$ cat src/rtl/uart_tx_sequencer_pkg.sv
// Shared state encoding, parity-mode constant and parity helper for the UART transmit sequencer.
package uart_tx_sequencer_pkg;

    typedef enum logic [2:0] {
        ST_IDLE,
        ST_START,
        ST_DATA,
        ST_PARITY,
        ST_STOP2,
        ST_STOP1,
        ST_BREAK
    } tx_state_t;

    localparam logic        PAR_EVEN = 1'b1;
    localparam int unsigned MIN_LEN  = 5;

    // xsum is the XOR of the data field; even mode sends it as-is, odd mode inverts it.
    function automatic logic calc_parity(input logic mode, input logic xsum);
        return (mode == PAR_EVEN) ? xsum : ~xsum;
    endfunction

endpackage

$ cat src/rtl/uart_tx_sequencer_if.sv
// Host-side write/status bundle between the eUSCI register logic and the transmit engine.
interface uart_tx_sequencer_if #(
    parameter int MAX_BITS = 8,
    parameter int DEPTH    = 4
);
    localparam int LVL_W = $clog2(DEPTH + 1);

    logic                wr_en;
    logic [MAX_BITS-1:0] wr_data;
    logic                fifo_full;
    logic [LVL_W-1:0]    fifo_level;
    logic                wr_ovf;
    logic                set_txifg;
    logic                set_txcpt;

    modport master (
        output wr_en, wr_data,
        input  fifo_full, fifo_level, wr_ovf, set_txifg, set_txcpt
    );

    modport slave (
        input  wr_en, wr_data,
        output fifo_full, fifo_level, wr_ovf, set_txifg, set_txcpt
    );

endinterface

$ cat src/rtl/uart_tx_fifo.sv
// Synchronous transmit FIFO on BITCLK; head word is presented combinationally on rd_data.
module uart_tx_fifo #(
    parameter int W     = 8,
    parameter int DEPTH = 4
) (
    input  logic                         BITCLK,
    input  logic                         reset,
    input  logic                         wr_en,
    input  logic [W-1:0]                 wr_data,
    input  logic                         rd_en,
    output logic [W-1:0]                 rd_data,
    output logic                         full,
    output logic                         empty,
    output logic [$clog2(DEPTH+1)-1:0]   level
);
    localparam int PTR_W = $clog2(DEPTH);
    localparam int LVL_W = $clog2(DEPTH + 1);

    logic [W-1:0]     mem [DEPTH];
    logic [PTR_W-1:0] wr_ptr;
    logic [PTR_W-1:0] rd_ptr;
    logic             push;
    logic             pop;

    assign full    = (level == LVL_W'(DEPTH));
    assign empty   = (level == '0);
    // A push while full is dropped even if a pop frees a slot on the same edge.
    assign push    = wr_en && !full;
    assign pop     = rd_en && !empty;
    assign rd_data = mem[rd_ptr];

    always_ff @(posedge BITCLK or posedge reset) begin
        if (reset) begin
            wr_ptr <= '0;
            rd_ptr <= '0;
            level  <= '0;
        end else begin
            if (push) wr_ptr <= wr_ptr + 1'b1;
            if (pop)  rd_ptr <= rd_ptr + 1'b1;
            case ({push, pop})
                2'b10:   level <= level + 1'b1;
                2'b01:   level <= level - 1'b1;
                default: level <= level;
            endcase
        end
    end

    always_ff @(posedge BITCLK) begin
        if (push) mem[wr_ptr] <= wr_data;
    end

endmodule

$ cat src/rtl/uart_tx_sequencer.sv
// eUSCI UART transmit engine: FIFO-fed frame sequencer emitting one line bit per BITCLK edge,
// with latched per-frame configuration, parity, 1/2 stop bits and queued break frames.
module uart_tx_sequencer
    import uart_tx_sequencer_pkg::*;
#(
    parameter int MAX_BITS = 8,
    parameter int DEPTH    = 4
) (
    input  logic                            BITCLK,
    input  logic                            reset,
    uart_tx_sequencer_if.slave              bus,
    input  logic [$clog2(MAX_BITS+1)-1:0]   cfg_len,
    input  logic                            cfg_pen,
    input  logic                            cfg_par,
    input  logic                            cfg_msb,
    input  logic                            cfg_spb,
    input  logic                            brk_req,
    output logic                            tx,
    output logic                            busy
);
    localparam int LEN_W = $clog2(MAX_BITS + 1);
    localparam int LVL_W = $clog2(DEPTH + 1);

    function automatic logic [LEN_W-1:0] clamp_len(input logic [LEN_W-1:0] l);
        if (l < LEN_W'(MIN_LEN))  return LEN_W'(MIN_LEN);
        if (l > LEN_W'(MAX_BITS)) return LEN_W'(MAX_BITS);
        return l;
    endfunction

    function automatic logic [MAX_BITS-1:0] len_mask(input logic [LEN_W-1:0] l);
        logic [MAX_BITS-1:0] m;
        m = '0;
        for (int k = 0; k < MAX_BITS; k++) begin
            if (k < int'(l)) m[k] = 1'b1;
        end
        return m;
    endfunction

    // Bit i of the data field in transmission order.
    function automatic logic data_bit(input logic [MAX_BITS-1:0] d, input logic [LEN_W-1:0] l,
                                      input logic [LEN_W-1:0] i, input logic msb);
        logic [LEN_W-1:0] idx;
        logic             b;
        idx = msb ? (l - 1'b1 - i) : i;
        b   = 1'b0;
        for (int k = 0; k < MAX_BITS; k++) begin
            if (k == int'(idx)) b = d[k];
        end
        return b;
    endfunction

    tx_state_t           state;
    logic [MAX_BITS-1:0] shreg;
    logic [LEN_W-1:0]    cnt;
    logic [LEN_W-1:0]    len_l;
    logic [LEN_W-1:0]    len_req;
    logic                pen_l;
    logic                par_l;
    logic                msb_l;
    logic                spb_l;
    logic                brk_pend;
    logic                exit_point;
    logic                pop;
    logic [MAX_BITS-1:0] fifo_head;
    logic                fifo_full;
    logic                fifo_empty;
    logic [LVL_W-1:0]    fifo_level;

    uart_tx_fifo #(
        .W     (MAX_BITS),
        .DEPTH (DEPTH)
    ) u_fifo (
        .BITCLK  (BITCLK),
        .reset   (reset),
        .wr_en   (bus.wr_en),
        .wr_data (bus.wr_data),
        .rd_en   (pop),
        .rd_data (fifo_head),
        .full    (fifo_full),
        .empty   (fifo_empty),
        .level   (fifo_level)
    );

    assign bus.fifo_full  = fifo_full;
    assign bus.fifo_level = fifo_level;

    assign len_req    = clamp_len(cfg_len);
    // IDLE and STOP1 both choose what goes on the line next: break first, then FIFO data.
    assign exit_point = (state == ST_IDLE) || (state == ST_STOP1);
    assign pop        = exit_point && !brk_pend && !fifo_empty;
    // Completion reflects the exit decision taken at the end of this STOP1 bit, so it is decoded here.
    assign bus.set_txcpt = (state == ST_STOP1) && !brk_pend && fifo_empty;
    assign busy          = (state != ST_IDLE);

    always_ff @(posedge BITCLK) begin
        if (pop) shreg <= fifo_head & len_mask(len_req);
    end

    always_ff @(posedge BITCLK or posedge reset) begin
        if (reset) begin
            state         <= ST_IDLE;
            tx            <= 1'b1;
            cnt           <= '0;
            len_l         <= LEN_W'(MIN_LEN);
            pen_l         <= 1'b0;
            par_l         <= 1'b0;
            msb_l         <= 1'b0;
            spb_l         <= 1'b0;
            brk_pend      <= 1'b0;
            bus.set_txifg <= 1'b0;
            bus.wr_ovf    <= 1'b0;
        end else begin
            bus.set_txifg <= 1'b0;
            bus.wr_ovf    <= bus.wr_en && fifo_full;
            if (brk_req) brk_pend <= 1'b1;

            case (state)
                ST_IDLE, ST_STOP1: begin
                    len_l <= len_req;
                    pen_l <= cfg_pen;
                    par_l <= cfg_par;
                    msb_l <= cfg_msb;
                    spb_l <= cfg_spb;
                    if (brk_pend) begin
                        state    <= ST_BREAK;
                        tx       <= 1'b0;
                        cnt      <= '0;
                        brk_pend <= brk_req;
                    end else if (!fifo_empty) begin
                        state         <= ST_START;
                        tx            <= 1'b0;
                        bus.set_txifg <= 1'b1;
                    end else begin
                        state <= ST_IDLE;
                        tx    <= 1'b1;
                    end
                end
                ST_START: begin
                    state <= ST_DATA;
                    cnt   <= '0;
                    tx    <= data_bit(shreg, len_l, '0, msb_l);
                end
                ST_DATA: begin
                    if (cnt == len_l - 1'b1) begin
                        if (pen_l) begin
                            state <= ST_PARITY;
                            tx    <= calc_parity(par_l, ^shreg);
                        end else begin
                            state <= spb_l ? ST_STOP2 : ST_STOP1;
                            tx    <= 1'b1;
                        end
                    end else begin
                        cnt <= cnt + 1'b1;
                        tx  <= data_bit(shreg, len_l, cnt + 1'b1, msb_l);
                    end
                end
                ST_PARITY: begin
                    state <= spb_l ? ST_STOP2 : ST_STOP1;
                    tx    <= 1'b1;
                end
                ST_STOP2: begin
                    state <= ST_STOP1;
                    tx    <= 1'b1;
                end
                ST_BREAK: begin
                    // Line held low for the start + data + parity span of the latched format.
                    if (cnt == len_l + LEN_W'(pen_l)) begin
                        state <= ST_STOP1;
                        tx    <= 1'b1;
                    end else begin
                        cnt <= cnt + 1'b1;
                    end
                end
                default: begin
                    state <= ST_IDLE;
                    tx    <= 1'b1;
                end
            endcase
        end
    end

endmodule

$ cat src/flat_wrapper.sv
// flat-port wrapper written by rule: the top's interface ports become plain ports
module uart_tx_sequencer_flat import uart_tx_sequencer_pkg::*;
#(
    parameter int MAX_BITS = 8,
    parameter int DEPTH    = 4
)
  (BITCLK, reset, cfg_len, cfg_pen, cfg_par, cfg_msb, cfg_spb, brk_req, tx, busy, bus_wr_en, bus_wr_data, bus_fifo_full, bus_fifo_level, bus_wr_ovf, bus_set_txifg, bus_set_txcpt);
  uart_tx_sequencer_if #(.MAX_BITS(MAX_BITS), .DEPTH(DEPTH)) bus_i ();
  input  logic BITCLK;
  input  logic reset;
  input  logic [$clog2(MAX_BITS+1)-1:0] cfg_len;
  input  logic cfg_pen;
  input  logic cfg_par;
  input  logic cfg_msb;
  input  logic cfg_spb;
  input  logic brk_req;
  output logic tx;
  output logic busy;
  input wire logic [$bits(bus_i.wr_en)-1:0] bus_wr_en;
  input wire logic [$bits(bus_i.wr_data)-1:0] bus_wr_data;
  output wire logic [$bits(bus_i.fifo_full)-1:0] bus_fifo_full;
  output wire logic [$bits(bus_i.fifo_level)-1:0] bus_fifo_level;
  output wire logic [$bits(bus_i.wr_ovf)-1:0] bus_wr_ovf;
  output wire logic [$bits(bus_i.set_txifg)-1:0] bus_set_txifg;
  output wire logic [$bits(bus_i.set_txcpt)-1:0] bus_set_txcpt;
  assign bus_i.wr_en = bus_wr_en;
  assign bus_i.wr_data = bus_wr_data;
  assign bus_fifo_full = bus_i.fifo_full;
  assign bus_fifo_level = bus_i.fifo_level;
  assign bus_wr_ovf = bus_i.wr_ovf;
  assign bus_set_txifg = bus_i.set_txifg;
  assign bus_set_txcpt = bus_i.set_txcpt;
  uart_tx_sequencer #(.MAX_BITS(MAX_BITS), .DEPTH(DEPTH)) u_core (.BITCLK(BITCLK), .reset(reset), .bus(bus_i), .cfg_len(cfg_len), .cfg_pen(cfg_pen), .cfg_par(cfg_par), .cfg_msb(cfg_msb), .cfg_spb(cfg_spb), .brk_req(brk_req), .tx(tx), .busy(busy));
endmodule
$ cat config.mk
export PLATFORM = sky130hd
export DESIGN_NAME = uart_tx_sequencer_flat
export DESIGN_NICKNAME = d
export VERILOG_FILES = /design/src/rtl/uart_tx_sequencer_pkg.sv /design/src/rtl/uart_tx_sequencer_if.sv /design/src/rtl/uart_tx_fifo.sv /design/src/rtl/uart_tx_sequencer.sv /design/src/flat_wrapper.sv
export SDC_FILE = /design/constraint.sdc
export NUM_CORES = 1
export LEC_CHECK = 0
export ABC_AREA = 1
export BUFFER_PORTS_ARGS = -buffer_cell sky130_fd_sc_hd__buf_2
export CORE_MARGIN = 3
export CORE_UTILIZATION = 49
export CTS_CLUSTER_DIAMETER = 30
export DETAILED_ROUTE_END_ITERATION = 10
export GPL_TIMING_DRIVEN = 1
export PLACE_DENSITY = 0.69
export RECOVER_POWER = 100
export SLEW_MARGIN = 20
export SYNTH_ARGS = -nofsm -noshare
export SYNTH_HDL_FRONTEND = slang
export SYNTH_HIERARCHICAL = 1
export SYNTH_SLANG_ARGS = --single-unit
$ cat constraint.sdc
create_clock -name BITCLK -period 2.7 [get_ports BITCLK]
set_clock_uncertainty 0.1 [all_clocks]
set_input_delay 0.54 -clock BITCLK [delete_from_list [all_inputs] [get_ports BITCLK]]
set_output_delay 0.54 -clock BITCLK [all_outputs]
set_load 0.03 [all_outputs]
==> impl_metrics.ini <==
[timing]
finalSetupTns_ns = 0
rsz0062_at_grt = false
fmaxAchievable_mhz = 401.9
post-route-period-util = 0.9216
maxSlewHeadroom = 0.4330
slew_violations = 0
finalHoldViolCount = 0
min_period_ns = 2.488
final-setup-viol-count = 0
tightestPinTransition_ns = 0.8496

[routing]
drt-initial-drc-count = 135
drc = 0
drtPass1Iterations = 5
routedWlPerCell_um = 13.11
postRouteAntennaNets = 0
wl_um = 7514
viasPerCell = 4.986
vias = 2857

[logic_synthesis]
syn-num-nets = 471
postSynthAreaPerCell_um2 = 8.541
async_flop_share = 0.3939
synthCells = 437
yosys.cell_types.count = 36
yosysWarningCount = 6
synth-edff-count = 40
synth_seq_cells = 66
yosysSeqAreaShare = 0.4972
syn_area_um2 = 3732
synth_ff_type = edfxtp_1

[layout]
fin_util = 0.5600
drive_gt1_frac = 0.1055
multi_input_area_um2 = 1481
fill_cells = 688
seq_area_um2 = 1856
nNetsFinal = 503
antenna_cells = 0
area_growth_pct = 9.990

[global_routing]
grt.total_usage = 0.1862
grt_pass1_vias = 2683
grt_pass1_wl_um = 12540
grt_max_degree = 34
antenna_found_initial = 0
overflow = 0

[worst_setup_path]
cpPeakStageDelay_ns = 0.56
crit_path_end_kind = flop
path_common_cell = nand3_1
start_kind = flop
arrival_ns = 2.68
crit_family = adder cells
crit_slowest_cell = dfstp_2
cp_num_buf_inv = 5
crit_type = reg -> reg
crit_path_max_fanout = 10
path_cells = inv_2 -> ha_1 -> inv_1 -> fa_1 -> inv_1 -> nand2_1 -> nand2_2 -> inv_2 -> nand3_1 -> nand3_1 -> nor2_1 -> nand2_1 -> nand3_1 -> nand3_1 -> nand2_1 -> inv_1
cp.required_ns = 2.89

[placed_design]
port_buffers = 28
globalplace.congestion = 0.8541
hpwl_um = 5670

[pwr]
power.density_nw_per_um2 = 1232
p_comb_frac = 0.500
p_leak_uw = 0.001932
intPower_uw = 2737
seqPwrFrac = 0.328
switching_share = 0.4591
clockPowerShare = 0.172
switching_power_uw = 2323
vdd.ir_drop.worst_mv = 0.5659

[floorplan]
die_w_um = 93.28
start_util = 0.5091
core_area_um2 = 7331
rows = 31
pin_count = 29
die_y_um = 93.28
die_area_um2 = 8700

[outcome]
status = completed

[clock_tree]
numCtsBuffers = 9
cts_setup_buffers = 0
root_buffer = clkbuf_8
holdBufCountCts = 0
cts.clk_slew.worst_paths_ns = 0.09
clk_latency_ns = 0.34
clock-sinks = 66
clockBufferDepth = 2
postCtsResizedCells = 0
h-tree-depth = 3
cts_tree = yes

[hold_path]
hp-class = in -> async

[run]
maxCapViolCount = 0
## metrics by stage
step,power [µW],area [µm²],setup slack [ns],hold WS [ns],cells
finish,5060,4105,0.2116,0.009666,573
global route,5522,4105,0.01185,0.03449,573
CTS,5152,4170,0.1728,0.01834,573
detailed placement,4268,3964,0.1693,0.3945,557
global placement,4165,3964,0.2366,0.3830,557
floorplan,3709,3744,0.07582,0.2434,437
## placed cells by master (no fill, tap or decap), types with 3 or more instances in the layout
cell	instances
o21ai_0	19
inv_6	3
o211ai_1	16
a21oi_1	7
clkbuf_1	20
dfrtp_1	23
inv_2	4
xnor2_1	6
buf_2	10
nand2_2	7
ha_1	12
clkbuf_8	9
edfxtp_1	40
dfstp_2	3
xor2_1	3
inv_1	74
nand2_1	118
nand3_1	37
nor3_1	7
nor2_1	31
## logic make-up (layout without fill, tap and decap cells)
family,count (synthesis),count (layout),synth area share
AO/OA/AOI/OAI,48,48,0.08280
XOR/XNOR,10,10,0.02548
adder cells (fa/ha/maj),14,14,0.05095
buffers and inverters,90,127,0.09956
flip-flops,66,66,0.4972
AND/OR/NAND/NOR,209,209,0.2440
## cell usage after synthesis (4+ instances only)
| cell | number | area, µm² |
|---|---|---|
| clkbuf_1 | 6 | 22.52 |
| dfrtp_1 | 23 | 575.6 |
| nand2_2 | 6 | 37.54 |
| edfxtp_1 | 40 | 1201 |
| nor2_1 | 30 | 112.6 |
| o211ai_1 | 16 | 120.1 |
| o21ai_0 | 16 | 80.08 |
| nand2_1 | 118 | 442.9 |
| inv_1 | 73 | 274.0 |
| xnor2_1 | 6 | 52.55 |
| o21ai_2 | 4 | 35.03 |
| ha_1 | 12 | 150.1 |
| nor3_1 | 7 | 35.03 |
| a21oi_1 | 7 | 35.03 |
| nand3_1 | 36 | 180.2 |
| inv_2 | 5 | 18.77 |
## final cells by class
type / instances / area share
clock buffers: 9 / 0.03017
flip-flops and latches: 66 / 0.4520
repair buffers: 32 / 0.03414
inverters: 79 / 0.07254
well taps: 99 / 0.03017
multi-input cells: 281 / 0.3609
clock inverters: 7 / 0.02012
## state kept, by name, summed over array words and instances, names as in the netlist, 2 cells and up
name	flops
u_core/u_fifo/rd_ptr	2
u_core/u_fifo/level	3
u_core/state	3
u_core/cnt	4
u_core/u_fifo/wr_ptr	2
u_core/len_l	4
u_core/u_fifo/mem	32
u_core/shreg	8
## worst reg2reg max path, stage by stage, from the launching register on
cell and delay [ns]:
dfstp_2 0.56, inv_2 0.09, ha_1 0.31, inv_1 0.10, fa_1 0.42, inv_1 0.07, nand2_1 0.07, nand2_2 0.13
inv_2 0.06, nand3_1 0.08, nand3_1 0.07, nor2_1 0.09, nand2_1 0.06, nand3_1 0.08, nand3_1 0.07, nand2_1 0.06
inv_1 0.04
## routing by layer
metal  up-vias  track usage  routed length (µm)
met1      1318       0.2344                3275
met2        63       0.3240                3812
met4         0      0.05495                  61
li1       1470            -                   -
met5         -            0                   0
met3         6      0.03620                 366
## path summary, 6_finish.rpt
check | start | to | slack (ns) | cells past startpoint
max | u_core/len_l[0] | u_core/tx | 0.21 | 16
max reg2reg | u_core/len_l[0] | u_core/tx | 0.21 | 16
max in group asynchronous | reset | u_core/cnt[2] | 1.82 | 2
min | reset | u_core/u_fifo/rd_ptr[1] | 0.01 | 2
min reg2reg | u_core/brk_pend | u_core/bus.set_txifg | 0.41 | 1
min in group BITCLK | cfg_msb | u_core/msb_l | 0.30 | 3
## power groups by stage
stage               clock [µW]  combinational [µW]  sequential (µW)
global placement             0                2500             1670
finish                     869                2530             1660
CTS                        897                2590             1670
global route               932                2900             1690
floorplan                    0                2050             1660
detailed placement           0                2580             1690
Power figures use the tool's default switching activity.
